[config.mk]
export PLATFORM = sky130hd
export DESIGN_NAME = pll_lock_monitor
export DESIGN_NICKNAME = d
export VERILOG_FILES = /design/src/rtl/pll_lock_monitor.sv
export SDC_FILE = /design/constraint.sdc
export NUM_CORES = 1
export LEC_CHECK = 0
export CORE_AREA = 2 2 250 252
export CTS_CLUSTER_SIZE = 8
export DETAILED_ROUTE_END_ITERATION = 12
export DIE_AREA = 0 0 252 254
export PLACE_DENSITY_LB_ADDON = 0.3
export SLEW_MARGIN = 20
export SYNTH_ARGS = -nofsm -noshare
export SYNTH_HDL_FRONTEND = slang
export SYNTH_SLANG_ARGS = --single-unit
[constraint.sdc]
create_clock -name clk_tb -period 5.2 [get_ports clk_tb]
set_input_delay 1.04 -clock clk_tb [delete_from_list [all_inputs] [get_ports clk_tb]]
set_output_delay 1.04 -clock clk_tb [all_outputs]
set_load 0.05 [all_outputs]
[src/rtl/pll_lock_monitor.sv]
// PLL lock and per-channel frequency monitor: arm/settle/measure sequencing,
// windowed edge counting against min/max limits, saturating error statistics.
`timescale 1ns/100ps
module pll_lock_monitor #(
    parameter int NUM_CLK       = 5,
    parameter int CNT_W         = 16,
    parameter int WIN_CYCLES    = 1024,
    parameter int SETTLE_CYCLES = 64,
    parameter int LOCK_TIMEOUT  = 65535,
    parameter int SYNC_STAGES   = 3,
    parameter int ERR_W         = 3
) (
    input  logic                     clk_tb,
    input  logic                     rst_n,
    input  logic                     start,
    input  logic                     stop,
    input  logic                     clear_err,
    input  logic                     pll_lock,
    input  logic [NUM_CLK-1:0]       clk_mon,
    input  logic [NUM_CLK*CNT_W-1:0] exp_min,
    input  logic [NUM_CLK*CNT_W-1:0] exp_max,
    output logic [2:0]               state,
    output logic                     lock_ok,
    output logic                     meas_valid,
    output logic [NUM_CLK*CNT_W-1:0] freq_cnt,
    output logic [NUM_CLK-1:0]       freq_err,
    output logic                     timeout_err,
    output logic [ERR_W-1:0]         lock_lost_cnt,
    output logic [ERR_W-1:0]         err_cnt,
    output logic                     err_flag
);

    localparam int TMR_W = $clog2(LOCK_TIMEOUT + 1);
    localparam int SET_W = $clog2(SETTLE_CYCLES + 1);
    localparam int WIN_W = $clog2(WIN_CYCLES + 1);
    localparam logic [TMR_W-1:0] TMR_LAST = TMR_W'(LOCK_TIMEOUT - 1);
    localparam logic [SET_W-1:0] SET_LAST = SET_W'(SETTLE_CYCLES - 1);
    localparam logic [WIN_W-1:0] WIN_LAST = WIN_W'(WIN_CYCLES - 1);

    typedef enum logic [2:0] {
        IDLE      = 3'd0,
        WAIT_LOCK = 3'd1,
        SETTLE    = 3'd2,
        MEASURE   = 3'd3
    } state_t;

    state_t cur, nxt;

    logic [SYNC_STAGES-1:0]              lock_sync;
    logic                                lock_s;
    logic [NUM_CLK-1:0][SYNC_STAGES-1:0] mon_sync;
    logic [NUM_CLK-1:0]                  mon_hist;
    logic [NUM_CLK-1:0]                  mon_edge;

    logic [TMR_W-1:0] tmr;
    logic [SET_W-1:0] settle;
    logic [WIN_W-1:0] win;

    logic [NUM_CLK-1:0][CNT_W-1:0] edge_cnt;
    logic [NUM_CLK-1:0][CNT_W-1:0] cnt_upd;
    logic [NUM_CLK-1:0][CNT_W-1:0] freq_cnt_q;
    logic [NUM_CLK-1:0]            err_vec;

    logic tmr_clr, settle_clr, meas_clr, win_end, timeout_ev, lost_ev;

    always_ff @(posedge clk_tb or negedge rst_n) begin
        if (!rst_n) begin
            lock_sync <= '0;
            mon_sync  <= '0;
            mon_hist  <= '0;
        end else begin
            lock_sync <= {lock_sync[SYNC_STAGES-2:0], pll_lock};
            for (int unsigned i = 0; i < NUM_CLK; i++) begin
                mon_sync[i] <= {mon_sync[i][SYNC_STAGES-2:0], clk_mon[i]};
                mon_hist[i] <= mon_sync[i][SYNC_STAGES-1];
            end
        end
    end

    assign lock_s = lock_sync[SYNC_STAGES-1];

    // Count including any edge seen this cycle, so the window's last cycle is not lost.
    always_comb begin
        cnt_upd = edge_cnt;
        err_vec = '0;
        mon_edge = '0;
        for (int unsigned i = 0; i < NUM_CLK; i++) begin
            mon_edge[i] = mon_sync[i][SYNC_STAGES-1] & ~mon_hist[i];
            if (mon_edge[i] && (edge_cnt[i] != '1))
                cnt_upd[i] = edge_cnt[i] + 1'b1;
            err_vec[i] = (cnt_upd[i] < exp_min[i*CNT_W +: CNT_W]) ||
                         (cnt_upd[i] > exp_max[i*CNT_W +: CNT_W]);
        end
    end

    always_ff @(posedge clk_tb or negedge rst_n) begin
        if (!rst_n) cur <= IDLE;
        else        cur <= nxt;
    end

    always_comb begin
        nxt        = cur;
        tmr_clr    = 1'b0;
        settle_clr = 1'b0;
        meas_clr   = 1'b0;
        win_end    = 1'b0;
        timeout_ev = 1'b0;
        lost_ev    = 1'b0;
        case (cur)
            IDLE: begin
                if (start) begin
                    nxt     = WAIT_LOCK;
                    tmr_clr = 1'b1;
                end
            end
            WAIT_LOCK: begin
                if (lock_s) begin
                    nxt        = SETTLE;
                    settle_clr = 1'b1;
                end else if (tmr == TMR_LAST) begin
                    nxt        = IDLE;
                    timeout_ev = 1'b1;
                end
            end
            SETTLE: begin
                if (!lock_s) begin
                    nxt = WAIT_LOCK;
                end else if (settle == SET_LAST) begin
                    nxt      = MEASURE;
                    meas_clr = 1'b1;
                end
            end
            MEASURE: begin
                if (!lock_s) begin
                    nxt     = WAIT_LOCK;
                    tmr_clr = 1'b1;
                    lost_ev = 1'b1;
                end else if (win == WIN_LAST) begin
                    win_end = 1'b1;
                end
            end
            default: nxt = IDLE;
        endcase
        // stop overrides everything and suppresses any error or result in its cycle
        if (stop) begin
            nxt        = IDLE;
            win_end    = 1'b0;
            timeout_ev = 1'b0;
            lost_ev    = 1'b0;
        end
    end

    always_ff @(posedge clk_tb or negedge rst_n) begin
        if (!rst_n) begin
            tmr      <= '0;
            settle   <= '0;
            win      <= '0;
            edge_cnt <= '0;
        end else begin
            if (tmr_clr)
                tmr <= '0;
            else if (cur == WAIT_LOCK && tmr != TMR_LAST)
                tmr <= tmr + 1'b1;

            if (settle_clr)
                settle <= '0;
            else if (cur == SETTLE && lock_s && settle != SET_LAST)
                settle <= settle + 1'b1;

            if (meas_clr || win_end) begin
                win      <= '0;
                edge_cnt <= '0;
            end else if (cur == MEASURE) begin
                win      <= win + 1'b1;
                edge_cnt <= cnt_upd;
            end
        end
    end

    always_ff @(posedge clk_tb or negedge rst_n) begin
        if (!rst_n) begin
            meas_valid    <= 1'b0;
            freq_cnt_q    <= '0;
            freq_err      <= '0;
            timeout_err   <= 1'b0;
            lock_lost_cnt <= '0;
            err_cnt       <= '0;
        end else begin
            meas_valid <= win_end;
            if (win_end) begin
                freq_cnt_q <= cnt_upd;
                freq_err   <= err_vec;
            end
            if (clear_err) begin
                timeout_err   <= 1'b0;
                lock_lost_cnt <= '0;
                err_cnt       <= '0;
            end else begin
                if (timeout_ev)
                    timeout_err <= 1'b1;
                if (lost_ev && lock_lost_cnt != '1)
                    lock_lost_cnt <= lock_lost_cnt + 1'b1;
                if ((timeout_ev || lost_ev || (win_end && |err_vec)) && err_cnt != '1)
                    err_cnt <= err_cnt + 1'b1;
            end
        end
    end

    assign state    = cur;
    assign lock_ok  = (cur == MEASURE);
    assign freq_cnt = freq_cnt_q;
    assign err_flag = |err_cnt;

endmodule

==> results.md <==
* Pwr dens at 249 nW/um2
* Worst-path clk slew at 0.05 ns
* Layout area overhead at 30.2%
* Synthesized area per cell at between 9 and 10 um2
* CORE AREA at 61300 um2
* Highest ir drop seen on vdd at roughly 170 uV
* Total power at 4.91 mW
* EDFF count, synth at 0
* Rel. slew slack at 0.429
* Number of buffers created by CTS at 35
* Share of layout cells above drive strength 1 at 0.0720
* Final HPWL DP at roughly 33 mm
* Starting DRC count in detailed routing at between 500 and 600
* Tmin final at 4.80 ns
* Status: finished, final reports clean
* Average vias per placed instance at about 4.6
* Final core occ at 0.322
* Crit path cell chain: ha_1, nand3_1, nor4_1, nor2b_1, and3_1, and4_1, xor2_1, ha_1, a21oi_1, o21ai_0, a32o_1, a2111oi_0, o21ai_0, nand4b_1, o31a_2, mux2_4
* Crit path launch type: flop
* Fin Setup TNS at 0 ns
* Die width at roughly 250 um
* Post-route clock period utilization at 0.923
* First-pass GRT wire length at between 70 and 80 mm
* Die height at between 200 and 300 um
* Setup bufs post-CTS at 0
* Max Cap Viol at 0
* Top-area cell type share of the netlist area at 0.383
* DRC Markers at 0
* Clock sink count at roughly 230
* Post-synth ARST share at 1.00
* IO buf count at 267
* Synthesis-stage register bit count at 232
* Cts hold-fix bufs at 0
* Layout Skew at roughly 0.020 ns
* Maximum clock insertion buffer count at 3
* Register area share after synthesis at 0.383
* Final Max Tran Viols at 0
* Initial antenna violation count at 0
* Leak at 9.48 nW
* Critical path capture point type: flop
* Die area at roughly 64000 um2
* I/O Pins at 269
* Clock Latency Late Sink at ~0.53 ns
* WL/cell at 16.3 um
* Initial Util at 0.247
* Via count at around 12000
* Detailed Routing Iterations Pass 1 at 5
* Worst slew pin tran at ~0.85 ns
* Final RePlAce weighted congestion at 0.863
* Clock Tree Root: clkbuf_16
* Top FF cell, synth: dfrtp_1
* Core Rows at ~90
* Post_cts resized at 0
* CTS tree: done
* CP peak stage delay at ~0.55 ns
* Overflow after GRT at 0
* Pin count of the biggest net entering global routing at around 110
* Vias in the first global route at 13000
* Setup violators final at 0
* Syn Nets at approximately 2000
* ANT cells at 0
* CP Data Arrival Time at 5.21 ns
* DRT antenna net count at 0
* Final hold violations at 0
* Htree depth at 2
* Crit path kind: reg -> reg
* Crit path max fanout at 10
* Synth area leader: dfrtp_1
* R2R setup slack at 0.40 ns
* Nets at approximately 2300
* Slowest CP cell: nor2b_1
* YS warnings at 0
* Syn Inst Count at 1641
* Synthesized cell area at 15100 um2
* Critical Path RT at ~5.6 ns
* Largest cells by area after synthesis: dfrtp_1, ha_1, xor2_1
* Synth cell types at roughly 70
* Hold WS at 0.343 ns
* Drt total wl at 44.1 mm
* Worst hold-check path type: reg -> reg
* RSZ-0062 raised after global routing: false
* Max Clk Rate at roughly 0.21 GHz
* Total GRT Usage at 0.138
metrics by stage:
step	instances	setup slack [ns]	cell area [um2]
finish	2707	0.399	19700
global route	2707	0.00164	19700
CTS	2707	0.418	19700
detailed placement	2663	0.412	18800
global placement	2663	0.474	18800
floorplan	1641	0.911	15100
power breakdown:
group / internal, mW / switching (mW)
logic: 0.384 / 0.461
registers: 1.89 / 0.0957
clock network: 1.27 / 0.812
logic make-up after synthesis:
logic type / Yosys count / share of synthesized area
flip-flops: 232 / 0.383
AND/OR/NAND/NOR: 578 / 0.185
other: 1 / 0.000248
XOR/XNOR: 172 / 0.0995
AO/OA/AOI/OAI: 187 / 0.0783
buffers and inverters: 225 / 0.0577
adder cells (fa/ha/maj): 173 / 0.143
multiplexers: 73 / 0.0534
synthesized netlist by cell type (12+ instances only):
| library cell | n |
|---|---|
| inv_1 | 173 |
| buf_2 | 17 |
| mux2i_1 | 14 |
| nor3_1 | 13 |
| nand4_1 | 58 |
| clkbuf_1 | 25 |
| xor2_1 | 94 |
| a211oi_1 | 13 |
| xnor2_1 | 78 |
| a21oi_1 | 66 |
| nand2_1 | 168 |
| nand2b_1 | 14 |
| o211ai_1 | 12 |
| nor2_1 | 168 |
| nand3_1 | 66 |
| o21ai_0 | 48 |
| dfrtp_1 | 232 |
| mux2_2 | 58 |
| and3_1 | 21 |
| ha_1 | 173 |
final timing paths:
kind / startpoint / to / cells after the start
setup / recovery: edge_cnt[32]$_DFFE_PN0P_ / err_cnt[0]$_DFFE_PN0P_ / 16
hold / removal: mon_sync[10]$_DFF_PN0_ / mon_sync[11]$_DFF_PN0_ / 0
setup reg to reg: edge_cnt[32]$_DFFE_PN0P_ / err_cnt[0]$_DFFE_PN0P_ / 16
hold reg to reg: mon_sync[10]$_DFF_PN0_ / mon_sync[11]$_DFF_PN0_ / 0
max in group asynchronous: rst_n / tmr[6]$_DFFE_PN0P_ / 2
min in group asynchronous: rst_n / freq_cnt[19]$_DFFE_PN0P_ / 1
layout make-up:
cell class / count / area, um2
fill: 6273 / 41500
multi-input combinational: 1184 / 8490
sequential: 232 / 5810
timing repair buffer: 284 / 2830
tap: 790 / 988
clock buffer: 44 / 962
inverter: 173 / 649
state kept, by name, indices dropped and copies added, names as in the netlist, 2 cells and up:
name,cells
mon_hist,5
lock_sync,3
edge_cnt,80
freq_err,5
lock_lost_cnt,3
mon_sync,15
state,2
win,11
tmr,16
err_cnt,3
settle,7
freq_cnt,80
routing by layer:
layer	global-route usage	routed length (um)
met3	0.0292	2250
met1	0.178	20100
met4	0.0370	786
met2	0.235	21000
met5	0	0
critical path: cells and delay by family (launching register included):
kind,cells,cell delay (ns)
AND/OR/NAND/NOR,6,1.62
AO/OA/AOI/OAI,6,1.50
adder cells (fa/ha/maj),2,0.60
flip-flops,1,0.44
multiplexers,1,0.30
XOR/XNOR,1,0.24
cells in the final DEF, fill, tap and decap left out, drive strengths merged, types with 11 or more instances in the layout:
cell type / n
and3: 21
nand2b: 14
ha: 173
a211oi: 13
and4: 11
nand3: 66
nand2: 168
dfrtp: 232
a21oi: 67
mux2: 59
nand4: 59
o211ai: 12
inv: 173
nor3: 14
buf: 18
o21ai: 49
clkbuf: 44
clkdlybuf4s50: 266
xor2: 94
nor4: 14
xnor2: 78
mux2i: 14
nor2: 168
(Power assumes the default switching activity.)
